### src/rtl/uart_tb_pkg.sv
// -----------------------------------------------------------------------------
// uart_tb_pkg
// Shared definitions for the bench-side UART receiver (uart_rx_capture):
//   - state_t  : receiver FSM state encoding
//   - ASCII_LF : line-feed byte counted by the receiver's line counter
// -----------------------------------------------------------------------------
package uart_tb_pkg;

    typedef enum logic [2:0] {
        ST_IDLE  = 3'd0,
        ST_START = 3'd1,
        ST_DATA  = 3'd2,
        ST_STOP  = 3'd3,
        ST_BREAK = 3'd4
    } state_t;

    localparam logic [7:0] ASCII_LF = 8'h0A;

endpackage

### src/rtl/uart_rx_capture_if.sv
// -----------------------------------------------------------------------------
// uart_rx_capture_if
// Byte stream from the UART receiver FIFO to its consumer.
//   m_data  : head-of-FIFO byte, meaningful only while m_valid = 1
//   m_valid : FIFO holds at least one byte
//   m_ready : consumer takes the head byte
// Handshake: a byte moves on every rising clk edge where m_valid & m_ready
// are both 1. m_valid does not depend on m_ready; m_ready while m_valid = 0
// has no effect. The next byte (if any) appears the cycle after the transfer.
// -----------------------------------------------------------------------------
interface uart_rx_capture_if;

    logic [7:0] m_data;
    logic       m_valid;
    logic       m_ready;

    // Receiver side drives data/valid.
    modport master (
        output m_data,
        output m_valid,
        input  m_ready
    );

    // Consumer side drives ready.
    modport slave (
        input  m_data,
        input  m_valid,
        output m_ready
    );

endinterface

### src/rtl/uart_rx_fifo.sv
// -----------------------------------------------------------------------------
// uart_rx_fifo
// Synchronous show-ahead FIFO. The head entry is presented combinationally
// from registered storage; pop advances to the next entry at the clock edge.
// Ports:
//   clk, rst   : clock, synchronous active-high reset (empties the FIFO)
//   push       : write push_data (accepted if not full, or if popping now)
//   push_data  : WIDTH-bit write data
//   pop        : remove head entry (ignored while empty)
//   head       : current head entry
//   full/empty : occupancy flags
//   level      : occupancy, 0..DEPTH
// -----------------------------------------------------------------------------
module uart_rx_fifo #(
    parameter int DEPTH = 16,
    parameter int WIDTH = 8
) (
    input  logic                     clk,
    input  logic                     rst,
    input  logic                     push,
    input  logic [WIDTH-1:0]         push_data,
    input  logic                     pop,
    output logic [WIDTH-1:0]         head,
    output logic                     full,
    output logic                     empty,
    output logic [$clog2(DEPTH):0]   level
);

    localparam int AW = $clog2(DEPTH);

    logic [WIDTH-1:0] mem [DEPTH];
    logic [AW:0]      wr_ptr;
    logic [AW:0]      rd_ptr;
    logic             do_push;
    logic             do_pop;

    // Pointers carry one extra wrap bit: equal addresses with differing wrap
    // bits means full, fully equal means empty.
    assign empty = (wr_ptr == rd_ptr);
    assign full  = (wr_ptr[AW] != rd_ptr[AW]) &&
                   (wr_ptr[AW-1:0] == rd_ptr[AW-1:0]);

    assign do_pop  = pop & ~empty;
    // When full, a same-cycle pop frees the head slot, which is exactly the
    // slot the write pointer addresses.
    assign do_push = push & (~full | do_pop);

    always_ff @(posedge clk) begin
        if (rst) begin
            wr_ptr <= '0;
            rd_ptr <= '0;
        end else begin
            if (do_push) wr_ptr <= wr_ptr + (AW+1)'(1);
            if (do_pop)  rd_ptr <= rd_ptr + (AW+1)'(1);
        end
    end

    always_ff @(posedge clk) begin
        if (do_push) mem[wr_ptr[AW-1:0]] <= push_data;
    end

    assign head  = mem[rd_ptr[AW-1:0]];
    assign level = wr_ptr - rd_ptr;

endmodule

### src/rtl/uart_rx_capture.sv
// -----------------------------------------------------------------------------
// uart_rx_capture
// Bench-side 8N1 UART receiver for the SoC UART0 TX pin. Decodes frames
// oversampled at CLKS_PER_BIT clocks per bit and queues good bytes in a
// show-ahead FIFO drained over a valid/ready interface.
// Parameters:
//   CLKS_PER_BIT : clocks per bit, even, >= 8
//   FIFO_DEPTH   : byte FIFO entries, power of two, >= 2
// Ports:
//   clk, rst   : clock, synchronous active-high reset
//   rxd        : asynchronous serial input, idle high
//   clr        : clears overflow and line_cnt (FIFO untouched)
//   m          : byte stream (m_data / m_valid / m_ready)
//   frame_err  : one-cycle pulse when a stop bit samples 0
//   overflow   : sticky, a good byte was dropped on a full FIFO
//   fifo_level : FIFO occupancy
//   line_cnt   : number of 0x0A bytes written to the FIFO (wraps)
//   fsm_state  : receiver FSM state, for observation
// -----------------------------------------------------------------------------
module uart_rx_capture
    import uart_tb_pkg::*;
#(
    parameter int CLKS_PER_BIT = 16,
    parameter int FIFO_DEPTH   = 16
) (
    input  logic                          clk,
    input  logic                          rst,
    input  logic                          rxd,
    input  logic                          clr,
    uart_rx_capture_if.master             m,
    output logic                          frame_err,
    output logic                          overflow,
    output logic [$clog2(FIFO_DEPTH):0]   fifo_level,
    output logic [15:0]                   line_cnt,
    output state_t                        fsm_state
);

    localparam int CW = $clog2(CLKS_PER_BIT);
    localparam logic [CW-1:0] HALF_LOAD = CW'(CLKS_PER_BIT / 2 - 1);
    localparam logic [CW-1:0] FULL_LOAD = CW'(CLKS_PER_BIT - 1);

    // ------------------------------------------------------------------
    // Input synchronizer (idles high so reset does not look like a start)
    // ------------------------------------------------------------------
    logic sync1;
    logic rxs;

    always_ff @(posedge clk) begin
        if (rst) begin
            sync1 <= 1'b1;
            rxs   <= 1'b1;
        end else begin
            sync1 <= rxd;
            rxs   <= sync1;
        end
    end

    // ------------------------------------------------------------------
    // Receiver FSM
    // ------------------------------------------------------------------
    state_t        state;
    state_t        next_state;
    logic [CW-1:0] baud_cnt;
    logic [2:0]    bit_idx;
    logic [7:0]    shift_reg;
    logic          cnt_zero;

    // Control strobes from the output process
    logic load_half;
    logic load_full;
    logic shift_en;
    logic stop_sample;

    assign cnt_zero  = (baud_cnt == '0);
    assign fsm_state = state;

    // State register
    always_ff @(posedge clk) begin
        if (rst) state <= ST_IDLE;
        else     state <= next_state;
    end

    // Next-state logic
    always_comb begin
        next_state = state;
        case (state)
            ST_IDLE:  if (!rxs) next_state = ST_START;
            ST_START: if (cnt_zero) next_state = rxs ? ST_IDLE : ST_DATA;
            ST_DATA:  if (cnt_zero && bit_idx == 3'd7) next_state = ST_STOP;
            ST_STOP:  if (cnt_zero) next_state = rxs ? ST_IDLE : ST_BREAK;
            ST_BREAK: if (rxs) next_state = ST_IDLE;
            default:  next_state = ST_IDLE;
        endcase
    end

    // Output / control logic
    always_comb begin
        load_half   = 1'b0;
        load_full   = 1'b0;
        shift_en    = 1'b0;
        stop_sample = 1'b0;
        case (state)
            ST_IDLE:  load_half = ~rxs;
            ST_START: load_full = cnt_zero & ~rxs;
            ST_DATA: begin
                shift_en  = cnt_zero;
                // The reload after bit 7 times the stop-bit sample.
                load_full = cnt_zero;
            end
            ST_STOP:  stop_sample = cnt_zero;
            default: ;
        endcase
    end

    // Baud counter, bit index and shift register
    always_ff @(posedge clk) begin
        if (rst) begin
            baud_cnt  <= '0;
            bit_idx   <= '0;
            shift_reg <= '0;
        end else begin
            if (load_half)      baud_cnt <= HALF_LOAD;
            else if (load_full) baud_cnt <= FULL_LOAD;
            else if (!cnt_zero) baud_cnt <= baud_cnt - CW'(1);

            if (load_half)     bit_idx <= '0;
            else if (shift_en) bit_idx <= bit_idx + 3'd1;

            // LSB arrives first, so shift in from the top.
            if (shift_en) shift_reg <= {rxs, shift_reg[7:1]};
        end
    end

    // ------------------------------------------------------------------
    // Frame completion register. Good and bad frames both resolve one
    // cycle after the stop sample, so frame_err lines up with the cycle
    // m_valid would rise for a good frame.
    // ------------------------------------------------------------------
    logic       done_valid;
    logic       done_good;
    logic [7:0] done_byte;

    always_ff @(posedge clk) begin
        if (rst) begin
            done_valid <= 1'b0;
            done_good  <= 1'b0;
            done_byte  <= '0;
        end else begin
            done_valid <= stop_sample;
            done_good  <= rxs;
            done_byte  <= shift_reg;
        end
    end

    // ------------------------------------------------------------------
    // FIFO and consumer handshake
    // ------------------------------------------------------------------
    logic       fifo_full;
    logic       fifo_empty;
    logic [7:0] fifo_head;
    logic       pop;
    logic       push_ok;
    logic       drop;

    assign pop     = ~fifo_empty & m.m_ready;
    assign push_ok = done_valid & done_good & (~fifo_full | pop);
    assign drop    = done_valid & done_good & fifo_full & ~pop;

    uart_rx_fifo #(
        .DEPTH (FIFO_DEPTH),
        .WIDTH (8)
    ) u_fifo (
        .clk       (clk),
        .rst       (rst),
        .push      (push_ok),
        .push_data (done_byte),
        .pop       (pop),
        .head      (fifo_head),
        .full      (fifo_full),
        .empty     (fifo_empty),
        .level     (fifo_level)
    );

    assign m.m_valid = ~fifo_empty;
    // Storage is not reset; hold the bus at 0 while nothing is queued.
    assign m.m_data  = fifo_empty ? 8'h00 : fifo_head;

    // ------------------------------------------------------------------
    // Flags and line counter
    // ------------------------------------------------------------------
    always_ff @(posedge clk) begin
        if (rst) begin
            frame_err <= 1'b0;
            overflow  <= 1'b0;
            line_cnt  <= '0;
        end else begin
            frame_err <= done_valid & ~done_good;

            // A new drop wins over a same-cycle clear.
            if (drop)     overflow <= 1'b1;
            else if (clr) overflow <= 1'b0;

            // A clear wins over a same-cycle line feed.
            if (clr)                                    line_cnt <= '0;
            else if (push_ok && done_byte == ASCII_LF)  line_cnt <= line_cnt + 16'd1;
        end
    end

endmodule
### src/flat_wrapper.sv
// flat-port wrapper written by rule: the top's interface ports become plain ports
module uart_rx_capture_flat import uart_tb_pkg::*;
#(
    parameter int CLKS_PER_BIT = 16,
    parameter int FIFO_DEPTH   = 16
)
  (clk, rst, rxd, clr, frame_err, overflow, fifo_level, line_cnt, fsm_state, m_m_data, m_m_valid, m_m_ready);
  uart_rx_capture_if m_i ();
  input  logic clk;
  input  logic rst;
  input  logic rxd;
  input  logic clr;
  output logic frame_err;
  output logic overflow;
  output logic [$clog2(FIFO_DEPTH):0] fifo_level;
  output logic [15:0] line_cnt;
  output state_t fsm_state;
  output wire logic [$bits(m_i.m_data)-1:0] m_m_data;
  output wire logic [$bits(m_i.m_valid)-1:0] m_m_valid;
  input wire logic [$bits(m_i.m_ready)-1:0] m_m_ready;
  assign m_m_data = m_i.m_data;
  assign m_m_valid = m_i.m_valid;
  assign m_i.m_ready = m_m_ready;
  uart_rx_capture #(.CLKS_PER_BIT(CLKS_PER_BIT), .FIFO_DEPTH(FIFO_DEPTH)) u_core (.clk(clk), .rst(rst), .rxd(rxd), .clr(clr), .m(m_i), .frame_err(frame_err), .overflow(overflow), .fifo_level(fifo_level), .line_cnt(line_cnt), .fsm_state(fsm_state));
endmodule
### config.mk
export PLATFORM = sky130hd
export DESIGN_NAME = uart_rx_capture_flat
export DESIGN_NICKNAME = d
export VERILOG_FILES = /design/src/rtl/uart_tb_pkg.sv /design/src/rtl/uart_rx_capture_if.sv /design/src/rtl/uart_rx_fifo.sv /design/src/rtl/uart_rx_capture.sv /design/src/flat_wrapper.sv
export SDC_FILE = /design/constraint.sdc
export NUM_CORES = 1
export LEC_CHECK = 0
export ABC_CLOCK_PERIOD_IN_PS = 6900
export CORE_ASPECT_RATIO = 2
export CORE_MARGIN = 1
export CORE_UTILIZATION = 64
export DETAILED_ROUTE_END_ITERATION = 10
export GPL_TIMING_DRIVEN = 0
export PLACE_DENSITY = 0.84
export SYNTH_ARGS = -nofsm -noshare
export SYNTH_HDL_FRONTEND = slang
export SYNTH_SLANG_ARGS = --single-unit
### constraint.sdc
create_clock -name clk -period 6.9 [get_ports clk]
set_clock_uncertainty 0.15 [all_clocks]
set_input_delay 1.725 -clock clk [delete_from_list [all_inputs] [get_ports clk]]
set_output_delay 1.725 -clock clk [all_outputs]
set_load 0.01 [all_outputs]
==> out/metrics.cfg, run 1 <==
[grt]
grt_start_max_net_pins=20
busiest_layer=met2
antenna_found_initial=0
met3_usage=0.0452
use_met1=0.312
grt_pass1_vias=4929
use_met2=0.543
grt.total_usage=0.292
grt_overflow=0
grt_pass1_wl_um=26100

[power]
p_seq_frac=0.542
power_w=0.00226
combPwrFrac=0.037
power_density_nw_per_um2=255
p_clk_frac=0.421
p_sw_frac=0.230
irDropWorstVdd_mv=0.242
p_int_w=0.00174
p_switching_w=0.000520
p_leak_nw=2.74

[worst_setup_path]
cp_slowest_stage_delay_ps=570
cp-start-kind=flop
required_ps=5030
critPathTopFamily=buffers and inverters
cp_slowest_cell=clkdlybuf4s50_1
end_kind=output port
worst-path-buf-inv=4
arrival_ps=3190
path_common_cell=clkbuf_1
worst-setup-path-type=flop to output port
rr_startpoint=u_core.u_fifo.wr_ptr[0]
cp_max_fo=10
startpoint=u_core.u_fifo.wr_ptr[0]
cp_cell_sequence=inv_1 -> ha_1 -> nand4_1 -> clkbuf_1 -> or2_2 -> nand2b_1 -> clkbuf_1 -> o22ai_1 -> clkdlybuf4s50_1

[cts]
cts.clk_slew.worst_paths_ps=70
cts.repair.resized=0
clockBufferDepth=2
cts.sinks=190
cts_buffers=17
post_cts_buffers=0
clk_latency_ps=430
cts_tree=done
cts_max_level=4
cts_root_buffer=clkbuf_16
cts_hold_buffers=0

[logic_synthesis]
yosysSeqAreaShare=0.660
syn-cell-area_um2=7700
synth.net_count=541
ys_async_sr_fraction=0
syn_avg_cell_area_um2=14.8
synth-seq-cells=190
yosys_warnings=0
synth-edff-count=128
synth_flop_cell=edfxtp_1
syn-instance-count=522
ys_types=48

[drt]
initialDrtViolationCount=295
vias=4750
totalWireLength_um=16600
drc_errors=0
via_per_inst=6.44
drtAntennaViolNets=0
first_pass_iters=5
routedWlPerCell_um=22.6

[timing]
max_freq_mhz=198
grt_setup_unrepaired=no
timing.final.crit_share=0.733
hold_viol_final=0
finalSetupViolations=0
tightest_slew_ps=1270
fin_setup_tns_ps=0
fin_ws_ps=1840
drv_slew=0
min_period_ps=5060
slew_headroom=0.147

[finish]
nNetsFinal=599
layout_commonest_cell=edfxtp_1
syn2layout_area_growth_pct=15.0
layout-drive-gt1-share=0.130
layout.cells.non_filler=738
largest_reg_flops=128
final_cell_mix=edfxtp_1, dfxtp_1, clkdlybuf4s50_1
antenna_cells=0

[floorplanning]
die_x_um=79.6
start_util=0.658
rows=56
fp.dieH_um=157
ioPinCount=40
dieArea_um2=12500
core-area_um2=11700

[job]
max_cap_violations=0

[place]
dp_cells=706
place_ws_ps=2080
gp_congestion=0.868
dp_hpwl_um=11300
io_buffers=39

[run_status]
status=finished clean

[hold_path]
min_path_type=flop to flop
min-delay-start=u_core.sync1

## Yosys cell counts, types with 3 or more instances
master      n  area (µm²)
mux2i_1    22         220
a21oi_1    23         115
or3_1       7        43.8
clkbuf_1   19        71.3
nor2_1     34         128
buf_2       4        20.0
ha_1       13         163
o22ai_1     8        50.1
inv_1      17        63.8
o21ai_0     9        45.0
or4_1      10        75.1
nor4_1      3        18.8
nand4_1     5        31.3
dfxtp_1    62        1240
o31ai_1    12        90.1
nand2_1    15        56.3
xor2_1      5        43.8
o22a_1      7        61.3
xnor2_1     7        61.3
nand2b_1    5        31.3
nor3_1      9        45.0
or2_2       4        25.0
and2_1      5        31.3
edfxtp_1  128        3840
nor2b_1    10        62.6
buf_1       4        15.0
nand3_1    14        70.1
mux4_2     32         721
## path summary, 6_finish.rpt
path	cells after the start	slack [ps]	endpoint
max	9	1840	m_m_data[7]
min	1	260	u_core.rxs
max reg2reg	8	3180	u_core.u_fifo.mem[0][7]
min reg2reg	1	260	u_core.rxs
## kinds of logic after synthesis
logic type	after synthesis	share of synthesized area
flip-flops	190	0.660
AND/OR/NAND/NOR	133	0.0939
AO/OA/AOI/OAI	74	0.0632
multiplexers	54	0.122
buffers and inverters	45	0.0235
adder cells (fa/ha/maj)	14	0.0237
XOR/XNOR	12	0.0136
## area by class of cell
| cell class | instances | area [µm²] |
|---|---|---|
| buffer | 28 | 118 |
| fill | 659 | 2840 |
| timing repair buffer | 39 | 390 |
| sequential | 190 | 5080 |
| multi-input combinational | 287 | 2440 |
| clock inverter | 14 | 145 |
| clock buffer | 18 | 439 |
| tap | 145 | 181 |
| inverter | 17 | 63.8 |
## per-layer routing
layer  share of wire  wire [µm]
met4           0.041        680
met2            0.58       9590
met1            0.34       5720
met5               0          0
met3           0.039        654
## stage by stage
step                cell area, µm²  hold WS (ps)   util
floorplan                     7700           239      -
global placement              8280           241  0.707
detailed placement            8280           244  0.707
CTS                           8860           261  0.757
global route                  8860           277  0.757
finish                        8860           260  0.757
## power groups by stage
stage          Combinational [W]  Clock (W)  Sequential, W
3_3_place_gp           0.0000715          0        0.00125
4_1_cts                0.0000829   0.000959        0.00122
3_5_place_dp           0.0000824          0        0.00125
2_1_floorplan          0.0000604          0        0.00124
6_report               0.0000839   0.000951        0.00122
5_1_grt                0.0000924    0.00100        0.00122
Power figures use the tool's default switching activity.
==> inputs of run 2 (changes only) <==
--- a/config.mk
+++ b/config.mk
@@ -5,13 +5,13 @@
 export SDC_FILE = /design/constraint.sdc
 export NUM_CORES = 1
 export LEC_CHECK = 0
-export ABC_CLOCK_PERIOD_IN_PS = 6900
+export ABC_CLOCK_PERIOD_IN_PS = 4330
 export CORE_ASPECT_RATIO = 2
 export CORE_MARGIN = 1
-export CORE_UTILIZATION = 64
+export CORE_UTILIZATION = 54
 export DETAILED_ROUTE_END_ITERATION = 10
 export GPL_TIMING_DRIVEN = 0
-export PLACE_DENSITY = 0.84
+export PLACE_DENSITY = 0.76
 export SYNTH_ARGS = -nofsm -noshare
 export SYNTH_HDL_FRONTEND = slang
 export SYNTH_SLANG_ARGS = --single-unit
==> constraint.sdc (replaced) <==
create_clock -name clk -period 4.33 [get_ports clk]
set_clock_uncertainty 0.15 [all_clocks]
set_input_delay 1.0825 -clock clk [delete_from_list [all_inputs] [get_ports clk]]
set_output_delay 1.0825 -clock clk [all_outputs]
set_load 0.01 [all_outputs]
==> run 2 against run 1 <==
Effect of this change:
- sequential power is 60% higher
- largest cell class unchanged
- clock power is 65% higher
- critical path depth is 1 lower
- power is 61% higher
- critical endpoint unchanged
==> out/metrics.cfg, run 2 (synthesis gave the netlist of run 1 again) <==
[worst_setup_path]
cp_max_fo=10  ; unchanged
worst-setup-path-type=flop to output port
r2r_cells=8  ; unchanged
rr_startpoint=u_core.u_fifo.wr_ptr[0]
end_kind=output port
rr_endpoint=u_core.u_fifo.mem[0][3]
arrival_ps=2950  ; -240 ps
required_ps=3100  ; -1930 ps
cp-start-kind=flop
startpoint=u_core.u_fifo.wr_ptr[0]
rrSetupSlack_ps=880  ; -2300 ps

[floorplanning]
rows=61  ; +8.9%
start_util=0.555  ; -0.104
dieArea_um2=14800  ; +18%
ioPinCount=40  ; unchanged
core-area_um2=13900  ; +19%
die_x_um=86.5  ; +8.6%
fp.dieH_um=171  ; +8.8%

[job]
max_cap_violations=0  ; unchanged

[timing]
min_period_ps=4180
slew_headroom=0.133  ; -0.0140
drv_slew=0  ; unchanged
hold_viol_final=0  ; unchanged
fin_setup_tns_ps=0  ; unchanged
grt_setup_unrepaired=no
tightest_slew_ps=1280  ; +14.4 ps
fin_ws_ps=151  ; -1690 ps
max_freq_mhz=239
timing.final.crit_share=0.965
finalSetupViolations=0  ; unchanged

[place]
io_buffers=39  ; unchanged
place_area_um2=8330  ; +0.67%
dp_hpwl_um=11500  ; +2.0%
gp_congestion=0.879  ; +1.3%
place_ws_ps=184  ; -1890 ps

[finish]
syn2layout_area_growth_pct=15.8
fin_area_um2=8920  ; +0.69%
final_util=0.642  ; -0.115
layout-drive-gt1-share=0.125  ; -0.00464
final_cell_mix=edfxtp_1, dfxtp_1, clkdlybuf4s50_1
nNetsFinal=598  ; -0.17%
antenna_cells=0  ; unchanged
fillers=1036  ; +57%
largest_reg_flops=128  ; unchanged
layout_commonest_cell=edfxtp_1

[cts]
clk_latency_ps=420  ; about the same
post_cts_buffers=0  ; unchanged
cts.sinks=190  ; unchanged
cts_root_buffer=clkbuf_16
cts_tree=done
cts_buffers=17  ; unchanged
cts_hold_buffers=0  ; unchanged
clockBufferDepth=2  ; unchanged
cts.clk_slew.worst_paths_ps=70  ; about the same
cts_max_level=4  ; unchanged

[drt]
routedWlPerCell_um=20.6  ; -8.8%
totalWireLength_um=16100  ; -3.6%
highest-signal-layer=met4
wl_met1_um=5840  ; +2.0%
initialDrtViolationCount=290  ; -1.7%
drtAntennaViolNets=0  ; unchanged
dr_wl_met3_um=472  ; -28%
vias=4589  ; -3.4%
first_pass_iters=5  ; unchanged
via_per_inst=5.88  ; -8.6%
met2_length_um=9050  ; -5.6%
drc_errors=0  ; unchanged

[grt]
grt_overflow=0  ; unchanged
grt_pass1_wl_um=25800  ; -1.3%
antenna_found_initial=0  ; unchanged
grt_start_max_net_pins=18  ; -10%
grt_pass1_vias=4834  ; -1.9%
grt.total_usage=0.237  ; -0.0554

[run_status]
status=finished clean

[power]
power_density_nw_per_um2=409  ; +60%
p_leak_nw=2.73  ; -0.18%
irDropWorstVdd_mv=0.310  ; +28%

[hold_path]
whs_path_depth=1  ; unchanged
holdPathEnd=u_core.rxs
min-delay-start=u_core.sync1
min_path_type=flop to flop

==> run 2: cell types whose count changed in the layout (fill, tap and decap cells not counted), moves of 2 or more <==
| cell | delta |
|---|---|
| bufinv_16 | +3 |
| clkinv_8 | -3 |
| clkinvlp_4 | +2 |
| inv_6 | -3 |
| inv_8 | -2 |
==> run 2: per-stage QoR <==
stage,hold slack [ps],power [W],std cells
after floorplan,239,0.00208,522
after global placement,244,0.00210,750
after detailed placement,259,0.00212,750
after CTS,274,0.00366,781
after global routing,287,0.00374,780
final,270,0.00365,780
==> run 2: worst max path at each step <==
| stage | to | slack, ps | cells past startpoint |
|---|---|---|---|
| after global placement | u_core.u_fifo.mem[0][0] | 210 | 6 |
| after CTS | m_m_data[5] | 40 | 9 |
| final | m_m_data[7] | 150 | 8 |
| after floorplan | m_m_data[0] | 1290 | 8 |
| after global routing | m_m_data[5] | 1 | 6 |
| after detailed placement | u_core.u_fifo.mem[0][0] | 180 | 6 |
==> run 2: worst max-delay path: stages, from the launching register on <==
cell and delay, ps:
dfxtp_1 400, inv_1 130, ha_1 330, nand4_1 120, clkbuf_2 230, or2_2 400, nand2b_1 280, o22ai_1 150
clkdlybuf4s50_1 500
==> run 2: layout make-up <==
class                           instances  area (µm²)  area share
Clock inverter                         11         156      0.0175
Timing Repair Buffer                   39         390      0.0438
Sequential cell                       190        5080       0.570
Clock buffer                           20         437      0.0489
Tap cell                              189         236      0.0265
Multi-Input combinational cell        287        2440       0.273
Buffer                                 27         115      0.0129
Inverter                               17        63.8     0.00715
==> run 2: repair_timing <==
item                       4_1_cts  5_1_grt
pin swaps                        0        0
setup endpoints to repair        8        8
resized for setup                1        0
==> run 2: report_power, final <==
part | leakage [nW] | switching, W | internal [W]
Combinational | 0.871 | 0.0000715 | 0.0000557
Clock | 0.278 | 0.000655 | 0.000914
Sequential | 1.58 | 0.0000186 | 0.00193
Total | 2.73 | 0.000745 | 0.00290
==> run 2: per-layer routing <==
metal,vias to the layer above,global-route usage
met4,0,0.117
met1,2288,0.252
li1,2124,-
met5,-,0
met2,133,0.444
met3,44,0.0371
